<file path="src/rtl/mc_ctrl_if.sv">
`default_nettype none
// ============================================================================
// Module   : mc_ctrl_if
// Purpose  : Control bundle between the multi-cycle MIPS controller and its
//            datapath: decoded instruction fields and flags inbound,
//            write strobes and mux selects outbound.
// Revision : 1.0
// ============================================================================
interface mc_ctrl_if;
   // Instruction fields and datapath flags
   logic [5:0] op;
   logic [5:0] func;
   logic       zero;
   logic       lez;
   // Write strobes
   logic       pc_wr;
   logic       ir_wr;
   logic       reg_wr;
   logic       mem_wr;
   // Mux selects and ALU control
   logic [1:0] reg_dst;
   logic       alu_src;
   logic       ext_op;
   logic [2:0] alu_op;
   logic [1:0] mem_to_reg;
   logic [1:0] npc_sel;
   // Status
   logic [2:0] state;
   logic       instr_done;

   // Controller side
   modport master (
      input  op, func, zero, lez,
      output pc_wr, ir_wr, reg_wr, mem_wr,
      output reg_dst, alu_src, ext_op, alu_op, mem_to_reg, npc_sel,
      output state, instr_done
   );

   // Datapath side
   modport slave (
      output op, func, zero, lez,
      input  pc_wr, ir_wr, reg_wr, mem_wr,
      input  reg_dst, alu_src, ext_op, alu_op, mem_to_reg, npc_sel,
      input  state, instr_done
   );
endinterface
`default_nettype wire

</file>
<file path="src/rtl/mc_ctrl.sv">
`default_nettype none
// ============================================================================
// Module   : mc_ctrl
// Purpose  : Multi-cycle main controller for the MIPS datapath. Sequences
//            each instruction through IF/ID/EXE/MEM/WB and drives every
//            write strobe and mux select. Unsupported encodings run as nops.
// Revision : 1.0
// ============================================================================
module mc_ctrl #(
   parameter int MEM_WAIT = 0
) (
   input  wire logic     clk,
   input  wire logic     reset,
   mc_ctrl_if.master     bus
);

   // State encoding
   localparam logic [2:0] S_IF  = 3'd0;
   localparam logic [2:0] S_ID  = 3'd1;
   localparam logic [2:0] S_EXE = 3'd2;
   localparam logic [2:0] S_MEM = 3'd3;
   localparam logic [2:0] S_WB  = 3'd4;

   // Opcodes and R-type function codes
   localparam logic [5:0] OP_RTYPE = 6'b000000;
   localparam logic [5:0] OP_J     = 6'b000010;
   localparam logic [5:0] OP_JAL   = 6'b000011;
   localparam logic [5:0] OP_BEQ   = 6'b000100;
   localparam logic [5:0] OP_BLEZ  = 6'b000110;
   localparam logic [5:0] OP_ORI   = 6'b001101;
   localparam logic [5:0] OP_LUI   = 6'b001111;
   localparam logic [5:0] OP_LW    = 6'b100011;
   localparam logic [5:0] OP_SW    = 6'b101011;
   localparam logic [5:0] FN_ADDU  = 6'b100001;
   localparam logic [5:0] FN_SUBU  = 6'b100011;
   localparam logic [5:0] FN_JR    = 6'b001000;

   // Wait counter is at least one bit wide even when MEM_WAIT is zero
   localparam int              WAIT_W    = (MEM_WAIT > 0) ? $clog2(MEM_WAIT + 1) : 1;
   localparam logic [WAIT_W-1:0] WAIT_LAST = WAIT_W'(MEM_WAIT);

   logic [2:0]        state_q, state_d;
   logic [WAIT_W-1:0] wait_q, wait_d;

   // Instruction decode (op/func are held stable by IR from ID onwards)
   logic is_r, is_addu, is_subu, is_jr, is_ori, is_lui;
   logic is_lw, is_sw, is_beq, is_blez, is_j, is_jal;
   logic is_known, is_ralu, mem_last;

   assign is_r     = (bus.op == OP_RTYPE);
   assign is_addu  = is_r && (bus.func == FN_ADDU);
   assign is_subu  = is_r && (bus.func == FN_SUBU);
   assign is_jr    = is_r && (bus.func == FN_JR);
   assign is_ralu  = is_addu || is_subu;
   assign is_ori   = (bus.op == OP_ORI);
   assign is_lui   = (bus.op == OP_LUI);
   assign is_lw    = (bus.op == OP_LW);
   assign is_sw    = (bus.op == OP_SW);
   assign is_beq   = (bus.op == OP_BEQ);
   assign is_blez  = (bus.op == OP_BLEZ);
   assign is_j     = (bus.op == OP_J);
   assign is_jal   = (bus.op == OP_JAL);
   assign is_known = is_ralu || is_jr || is_ori || is_lui || is_lw || is_sw ||
                     is_beq || is_blez || is_j || is_jal;

   // Final cycle of the MEM phase once the wait counter has caught up
   assign mem_last = (wait_q == WAIT_LAST);

   // State and wait-counter registers
   always_ff @(posedge clk) begin
      if (reset) begin
         state_q <= S_IF;
         wait_q  <= '0;
      end else begin
         state_q <= state_d;
         wait_q  <= wait_d;
      end
   end

   // Next-state and wait-counter logic
   always_comb begin
      state_d = S_IF;
      wait_d  = '0;
      case (state_q)
         S_IF: state_d = S_ID;
         S_ID: begin
            if (is_j || is_jal || is_jr || !is_known)
               state_d = S_IF;
            else
               state_d = S_EXE;
         end
         S_EXE: begin
            if (is_lw || is_sw)
               state_d = S_MEM;
            else if (is_ralu || is_ori || is_lui)
               state_d = S_WB;
            else
               state_d = S_IF;
         end
         S_MEM: begin
            if (!mem_last) begin
               state_d = S_MEM;
               wait_d  = wait_q + 1'b1;
            end else if (is_lw) begin
               state_d = S_WB;
            end else begin
               state_d = S_IF;
            end
         end
         S_WB:    state_d = S_IF;
         default: state_d = S_IF;
      endcase
   end

   // Raw (pre-reset-gating) strobes
   logic pc_wr_raw, ir_wr_raw, reg_wr_raw, mem_wr_raw, done_raw;

   // Output decode from current state and instruction
   always_comb begin
      pc_wr_raw      = 1'b0;
      ir_wr_raw      = 1'b0;
      reg_wr_raw     = 1'b0;
      mem_wr_raw     = 1'b0;
      done_raw       = 1'b0;
      bus.reg_dst    = 2'b00;
      bus.alu_src    = 1'b0;
      bus.ext_op     = 1'b0;
      bus.alu_op     = 3'b000;
      bus.mem_to_reg = 2'b00;
      bus.npc_sel    = 2'b00;
      case (state_q)
         S_IF: begin
            ir_wr_raw = 1'b1;
            pc_wr_raw = 1'b1;
         end
         S_ID: begin
            if (is_j || is_jal) begin
               pc_wr_raw   = 1'b1;
               bus.npc_sel = 2'b10;
               done_raw    = 1'b1;
               if (is_jal) begin
                  reg_wr_raw     = 1'b1;
                  bus.reg_dst    = 2'b10;
                  bus.mem_to_reg = 2'b11;
               end
            end else if (is_jr) begin
               pc_wr_raw   = 1'b1;
               bus.npc_sel = 2'b11;
               done_raw    = 1'b1;
            end else if (!is_known) begin
               done_raw = 1'b1;
            end
         end
         S_EXE: begin
            if (is_ralu) begin
               bus.alu_op = is_subu ? 3'b001 : 3'b000;
            end else if (is_ori) begin
               bus.alu_src = 1'b1;
               bus.alu_op  = 3'b010;
            end else if (is_lw || is_sw) begin
               bus.alu_src = 1'b1;
               bus.ext_op  = 1'b1;
            end else if (is_beq) begin
               bus.alu_op  = 3'b001;
               bus.npc_sel = 2'b01;
               pc_wr_raw   = bus.zero;
               done_raw    = 1'b1;
            end else if (is_blez) begin
               bus.npc_sel = 2'b01;
               pc_wr_raw   = bus.lez;
               done_raw    = 1'b1;
            end
         end
         S_MEM: begin
            // Store commits only once the DM wait has elapsed
            if (is_sw && mem_last) begin
               mem_wr_raw = 1'b1;
               done_raw   = 1'b1;
            end
         end
         S_WB: begin
            reg_wr_raw = 1'b1;
            done_raw   = 1'b1;
            if (is_ralu) begin
               bus.reg_dst = 2'b01;
            end else if (is_lui) begin
               bus.mem_to_reg = 2'b01;
            end else if (is_lw) begin
               bus.mem_to_reg = 2'b10;
            end
         end
         default: ;
      endcase
   end

   // Strobes are suppressed while reset is held so an abandoned instruction
   // never commits a GRF/DM/PC write.
   assign bus.pc_wr      = pc_wr_raw  & ~reset;
   assign bus.ir_wr      = ir_wr_raw  & ~reset;
   assign bus.reg_wr     = reg_wr_raw & ~reset;
   assign bus.mem_wr     = mem_wr_raw & ~reset;
   assign bus.instr_done = done_raw   & ~reset;
   assign bus.state      = state_q;

endmodule
`default_nettype wire

</file>
<file path="src/flat_wrapper.sv">
// flat-port wrapper written by rule: the top's interface ports become plain ports
module mc_ctrl_flat 
#(
   parameter int MEM_WAIT = 0
)
  (clk, reset, bus_op, bus_func, bus_zero, bus_lez, bus_pc_wr, bus_ir_wr, bus_reg_wr, bus_mem_wr, bus_reg_dst, bus_alu_src, bus_ext_op, bus_alu_op, bus_mem_to_reg, bus_npc_sel, bus_state, bus_instr_done);
  mc_ctrl_if bus_i ();
  input  wire logic clk;
  input  wire logic reset;
  input wire logic [$bits(bus_i.op)-1:0] bus_op;
  input wire logic [$bits(bus_i.func)-1:0] bus_func;
  input wire logic [$bits(bus_i.zero)-1:0] bus_zero;
  input wire logic [$bits(bus_i.lez)-1:0] bus_lez;
  output wire logic [$bits(bus_i.pc_wr)-1:0] bus_pc_wr;
  output wire logic [$bits(bus_i.ir_wr)-1:0] bus_ir_wr;
  output wire logic [$bits(bus_i.reg_wr)-1:0] bus_reg_wr;
  output wire logic [$bits(bus_i.mem_wr)-1:0] bus_mem_wr;
  output wire logic [$bits(bus_i.reg_dst)-1:0] bus_reg_dst;
  output wire logic [$bits(bus_i.alu_src)-1:0] bus_alu_src;
  output wire logic [$bits(bus_i.ext_op)-1:0] bus_ext_op;
  output wire logic [$bits(bus_i.alu_op)-1:0] bus_alu_op;
  output wire logic [$bits(bus_i.mem_to_reg)-1:0] bus_mem_to_reg;
  output wire logic [$bits(bus_i.npc_sel)-1:0] bus_npc_sel;
  output wire logic [$bits(bus_i.state)-1:0] bus_state;
  output wire logic [$bits(bus_i.instr_done)-1:0] bus_instr_done;
  assign bus_i.op = bus_op;
  assign bus_i.func = bus_func;
  assign bus_i.zero = bus_zero;
  assign bus_i.lez = bus_lez;
  assign bus_pc_wr = bus_i.pc_wr;
  assign bus_ir_wr = bus_i.ir_wr;
  assign bus_reg_wr = bus_i.reg_wr;
  assign bus_mem_wr = bus_i.mem_wr;
  assign bus_reg_dst = bus_i.reg_dst;
  assign bus_alu_src = bus_i.alu_src;
  assign bus_ext_op = bus_i.ext_op;
  assign bus_alu_op = bus_i.alu_op;
  assign bus_mem_to_reg = bus_i.mem_to_reg;
  assign bus_npc_sel = bus_i.npc_sel;
  assign bus_state = bus_i.state;
  assign bus_instr_done = bus_i.instr_done;
  mc_ctrl #(.MEM_WAIT(MEM_WAIT)) u_core (.clk(clk), .reset(reset), .bus(bus_i));
endmodule
</file>
<file path="config.mk">
export PLATFORM = sky130hd
export DESIGN_NAME = mc_ctrl_flat
export DESIGN_NICKNAME = d
export VERILOG_FILES = /design/src/rtl/mc_ctrl_if.sv /design/src/rtl/mc_ctrl.sv /design/src/flat_wrapper.sv
export SDC_FILE = /design/constraint.sdc
export NUM_CORES = 1
export LEC_CHECK = 0
export CORE_MARGIN = 2
export CORE_UTILIZATION = 34
export DETAILED_ROUTE_END_ITERATION = 16
export PLACE_DENSITY = 0.9
export SLEW_MARGIN = 20
export SYNTH_ARGS = -nofsm -noshare
export SYNTH_HDL_FRONTEND = slang
export SYNTH_SLANG_ARGS = --single-unit
</file>
<file path="constraint.sdc">
create_clock -name clk -period 2.8 [get_ports clk]
set_clock_uncertainty 0.05 [all_clocks]
set_input_delay 0.56 -clock clk [delete_from_list [all_inputs] [get_ports clk]]
set_output_delay 0.56 -clock clk [all_outputs]
set_load 0.05 [all_outputs]
</file>
Word level (Yosys, flattened, before mapping)
Index checks and enable logic that the tools add are counted.
{"block": "classes", "add_sub_neg": 1, "n_mul": 0, "div": 0, "order_cmp": 0, "n_eq_ne": 15, "n_shift": 0, "mux": 60, "bitwise": 8, "n_reduce_logical": 24}
{"op": "1-bit 2-to-1 mux", "n": 31}
{"op": "2-bit 2-to-1 mux", "n": 14}
{"op": "6-bit equality test, second input constant", "n": 4}
{"op": "3-bit 2-to-1 mux", "n": 8}
{"op": "6-bit by 4-bit equality test with 1-bit output, second input constant", "n": 3}
{"op": "1-bit logical OR", "n": 16}
{"op": "6-bit by 2-bit equality test with 1-bit output, second input constant", "n": 2}
{"op": "6-bit by 3-bit equality test with 1-bit output, second input constant", "n": 2}
{"op": "2-bit one-hot mux with 2 select lines", "n": 3}
{"op": "3-bit one-hot mux with 4 select lines", "n": 1}
{"op": "3-bit by 2-bit equality test with 1-bit output, second input constant", "n": 2}
{"op": "6-bit zero test", "n": 1}
{"op": "1-bit bitwise AND", "n": 5}
{"op": "1-bit logical AND", "n": 4}
{"op": "1-bit one-hot mux with 4 select lines", "n": 1}
{"op": "3-bit by 1-bit equality test with 1-bit output, second input constant", "n": 1}
{"op": "3-bit equality test, second input constant", "n": 1}
{"op": "3-bit zero test", "n": 1}
{"op": "1-bit NOT", "n": 3}
{"op": "1-bit one-hot mux with 3 select lines", "n": 1}
{"op": "3-bit OR reduction", "n": 1}
{"op": "1-bit one-hot mux with 2 select lines", "n": 1}
{"op": "1-bit adder, second input constant", "n": 1}
{"op": "1-bit zero test", "n": 1}
{"block": "word_totals", "register_bits": 4, "latch_bits": 0, "mem_bits_rw": 0, "mem_bits_ro": 0, "input_bits": 16, "word_cells": 110, "n_memories": 0}

Depth between registers and ports, before layout
{"block": "logic_depth", "depth_word": 17, "mapped_depth": 5, "depth_no_buf": 4}

Worst setup path before layout
No wires, ideal clock.
{"block": "synth_timing", "kind": "reg2out", "start": "reg u_core.state_q[0] (netlist: u_core.bus.state[0])", "end": "out bus_instr_done", "t_arrival_ps": 3090, "required_time_ps": 2190, "slack_ps": -900, "path_stages_with_launch": 4, "path_buffers": 1, "cell_sequence": "dfxtp_1 > clkbuf_1 > or3b_2 > o41ai_1"}
{"block": "synth_between", "elab_chain_len": 3, "word_cells_on_any_way": 6, "classes_between": "eq/ne: 4; mux: 1; bitwise: 1"}
{"element": "start, declared", "line_no": "mc_ctrl.sv:42", "source": "logic [2:0] state_q, state_d;"}
{"element": "start signal, assigned", "line_no": "mc_ctrl.sv:75", "source": "state_q <= state_d;"}
{"element": "3-bit equality test, or another cell as far along", "line_no": "mc_ctrl.sv:131", "source": "case (state_q)"}
{"element": "1-bit one-hot mux with 4 select lines *", "line_no": "mc_ctrl.sv:131"}
{"element": "1-bit bitwise AND *", "line_no": "mc_ctrl.sv:202", "source": "assign bus.instr_done = done_raw & ~reset;"}
{"element": "end, declared", "line_no": "flat_wrapper.sv:25", "source": "output wire logic [$bits(bus_i.instr_done)-1:0] bus_instr_done;"}
Mark *: on every way between the ends. The rest lies on a longest branch, timed or not.

Worst setup path after layout
{"block": "layout_timing", "start": "in bus_op[3]", "end": "out bus_instr_done"}
{"block": "layout_between", "elab_chain_len": 17, "word_cells_on_any_way": 36, "classes_between": "eq/ne: 8; mux: 10; bitwise: 1; reduce/logical: 17"}
{"element": "start, declared", "line_no": "flat_wrapper.sv:10", "source": "input wire logic [$bits(bus_i.op)-1:0] bus_op;"}
{"element": "6-bit zero test", "line_no": "mc_ctrl.sv:50", "source": "assign is_r = (bus.op == OP_RTYPE);"}
{"element": "1-bit logical AND, on equally long branches", "line_no": "mc_ctrl.sv:51, mc_ctrl.sv:52"}
{"element": "1-bit logical OR", "line_no": "mc_ctrl.sv:54", "source": "assign is_ralu = is_addu || is_subu;"}
{"element": "1-bit logical OR (6 in series)", "line_no": "mc_ctrl.sv:63", "source": "assign is_known = is_ralu || is_jr || is_ori || is_lui || is_lw || is_sw ||"}
{"element": "1-bit logical OR (3 in series)", "line_no": "mc_ctrl.sv:64", "source": "is_beq || is_blez || is_j || is_jal;"}
{"element": "1-bit 2-to-1 mux", "line_no": "mc_ctrl.sv:150", "source": "end else if (!is_known) begin"}
{"element": "1-bit 2-to-1 mux", "line_no": "mc_ctrl.sv:146", "source": "end else if (is_jr) begin"}
{"element": "1-bit 2-to-1 mux", "line_no": "mc_ctrl.sv:137", "source": "if (is_j || is_jal) begin"}
{"element": "1-bit one-hot mux with 4 select lines *", "line_no": "mc_ctrl.sv:131"}
{"element": "1-bit bitwise AND *", "line_no": "mc_ctrl.sv:202"}
Marks and branches as above.

==> metrics <==
clk buf depth 2; clock network latency to the later pin of the worst-skew pair 0.25 ns; routed len/inst 21.7 microns; Initial DRC Count 57; maximum clock frequency 0.354 GHz; layout cells sized above 1 0.571; max cap viols 0; chip width 42.9 microns; post-synth top area share 0.156; largest family of logic cells by synthesized area simple AND/OR/NAND/NOR gates; ANT nets after route 0; crit-path max FO 3; TritonCTS Buffers 3; setup TNS -0.0250 ns; GRT Residual Overflow 0; Syn Std Cell Area 514 sq um; Async SR Flop Fraction 0; Root Buffer clkbuf_4; Primary FF master, synth dfxtp_1; P per Cell Area 201 nW/um^2; Clock Sinks 4; first-pass GRT wire length 4.44 mm; Die Area 1840 sq um; largest net degree at the start of global routing 13; initial core utilization 0.354; slew margin rel. 0.619; Post-Synth XOR/XNOR Area 0; DRC Markers 0; # H-tree levels 1; Post-synth top cells nor2_1, a21oi_1, nand2_1; Critical Path Sink Type output port; clock-pin slew on the worst setup and hold paths 0.05 ns; number of global-route vias before repair 899; DR pass1 iterations 4; Rows 14; multiplexer area fraction after synthesis 0; Synth Warn # 0; Leak 0.000617 uW; final core occ 0.940; Area contributors post-synth dfxtp_1, a21oi_1, nor2_1, nor2b_1, or4_4; CP Class in -> out; Slew Viols, Final 0; Die H 42.9 microns; most frequent cell after synthesis nor2_1; Synth cell types 38; Post-DP HPWL 1.81 mm; crit share post-route 1.01; fin worst setup slack -0.0250 ns; Placed Area 1180 sq um; post-synthesis sequential area ratio 0.156; detailed-route via count 942; Layout area overhead 166%; Hold Path Class reg -> reg; VDD IR-drop max 366 uV; failing checks negative setup slack; Fin. Hold Viols 0; Compound-Gate Fraction of Synth Area 0.277; post-route cell area 1370 sq um; final critical-path required period 2.82 ns; Mean Syn Cell Area 6.95 sq um; RSZ-0062 raised after global routing yes; I/O pin count 35; Post-Synth Simple-Gate Area 0.494; Gate Count Post-Synth 74; Worst Path Required 2.19 ns; crit path DAT 2.21 ns; top cell type by total area after synthesis dfxtp_1; Startpoint Class input port; post-synthesis adder-cell area fraction 0; cts hold-fix bufs 0; Post-synth EDFFs 0; GRT Util Overall 0.332; register bit count reported by yosys 4; diodes inserted 0; CTS tree done; core area 1450 sq um; status complete, but fails checks; routability cong. 0.917; final setup vio count 1; Tightest Pin Transition 0.566 ns; vias per cell 6.32; final wirelength 3.24 mm; Final nets 151; IO Port Bufs 33; initial antenna violation count 0
==> area by class of cell <==
| cell class | count | area, sq um |
|---|---|---|
| clock buffers | 3 | 22.5 |
| fillers | 44 | 87.6 |
| inverters | 3 | 11.3 |
| multi-input cells | 63 | 547 |
| flip-flops and latches | 4 | 80.1 |
| well taps | 16 | 20.0 |
| repair buffers | 60 | 686 |
==> cell usage in the layout, fill, tap and decap left out, drive strengths merged, types with 2 or more instances in the layout <==
cell / n
o31ai: 2
a21o: 2
nor3: 3
o21ai: 2
a21oi: 6
dfxtp: 4
conb: 2
or3b: 2
nand2: 5
and3: 2
buf: 47
o21a: 2
nor2b: 4
or4: 3
inv: 3
o41ai: 2
nor2: 7
or2: 2
clkbuf: 3
clkdlybuf4s50: 9
dlygate4sd2: 2
nor4bb: 2
nand3b: 2
==> metal layers <==
| layer | part of all wire | GRT usage |
|---|---|---|
| met5 | 0 | 0 |
| met4 | 0.047 | 0.213 |
| met3 | 0.11 | 0.0936 |
| met2 | 0.47 | 0.539 |
| met1 | 0.37 | 0.374 |
==> critical path, stage by stage <==
cell,delay [ns]
buf_8,0.10
or4b_4,0.54
or3_4,0.39
a31o_1,0.22
o41ai_2,0.06
bufbuf_16,0.34
==> flip-flops by register name, summed over array words and instances, names as in the netlist <==
| register | count |
|---|---|
| u_core.bus.state | 3 |
| u_core.wait_q | 1 |
==> repair_timing <==
| item | in CTS | in global routing |
|---|---|---|
| gates resized for setup | 36 | 10 |
| endpoints found under the setup margin | 13 | 5 |
| pin swaps | 9 | 7 |
| buffers inserted | 7 | 4 |
| hold endpoints to repair | 0 | 0 |
==> path summary, 6_finish.rpt <==
check,slack (ns),from,to,depth (start not counted)
worst max-delay path,-0.02,bus_op[3],bus_instr_done,6
worst min-delay path,0.59,u_core.wait_q$_SDFF_PP0_,u_core.bus.state[2]$_SDFF_PP0_,3
worst max register to register,1.08,u_core.bus.state[0]$_SDFF_PP0_,u_core.bus.state[1]$_SDFF_PP0_,4
worst min register to register,0.59,u_core.wait_q$_SDFF_PP0_,u_core.bus.state[2]$_SDFF_PP0_,3
==> per-stage QoR <==
| stage | instances | total power, uW | hold slack [ns] | setup slack (ns) |
|---|---|---|---|---|
| final | 149 | 275 | 0.588 | -0.0250 |
| after global placement | 135 | 168 | 0.517 | -0.308 |
| after detailed placement | 135 | 172 | 0.523 | -0.375 |
| after global routing | 149 | 281 | 0.601 | -0.0624 |
| after floorplan | 75 | 113 | 0.475 | -0.242 |
| after CTS | 145 | 257 | 0.561 | -0.0195 |
==> kinds of logic (layout without fill, tap and decap cells) <==
family,after synthesis,after routing
other,1,2
AND/OR/NAND/NOR,40,40
buffers and inverters,8,66
AO/OA/AOI/OAI,21,21
flip-flops,4,4
==> power by group <==
part           internal [uW]  leakage [uW]  switching, uW
clock                   48.6     0.0000138           33.2
combinational           63.4      0.000570           64.5
sequential              59.3     0.0000330           6.02
(Power assumes the default switching activity.)
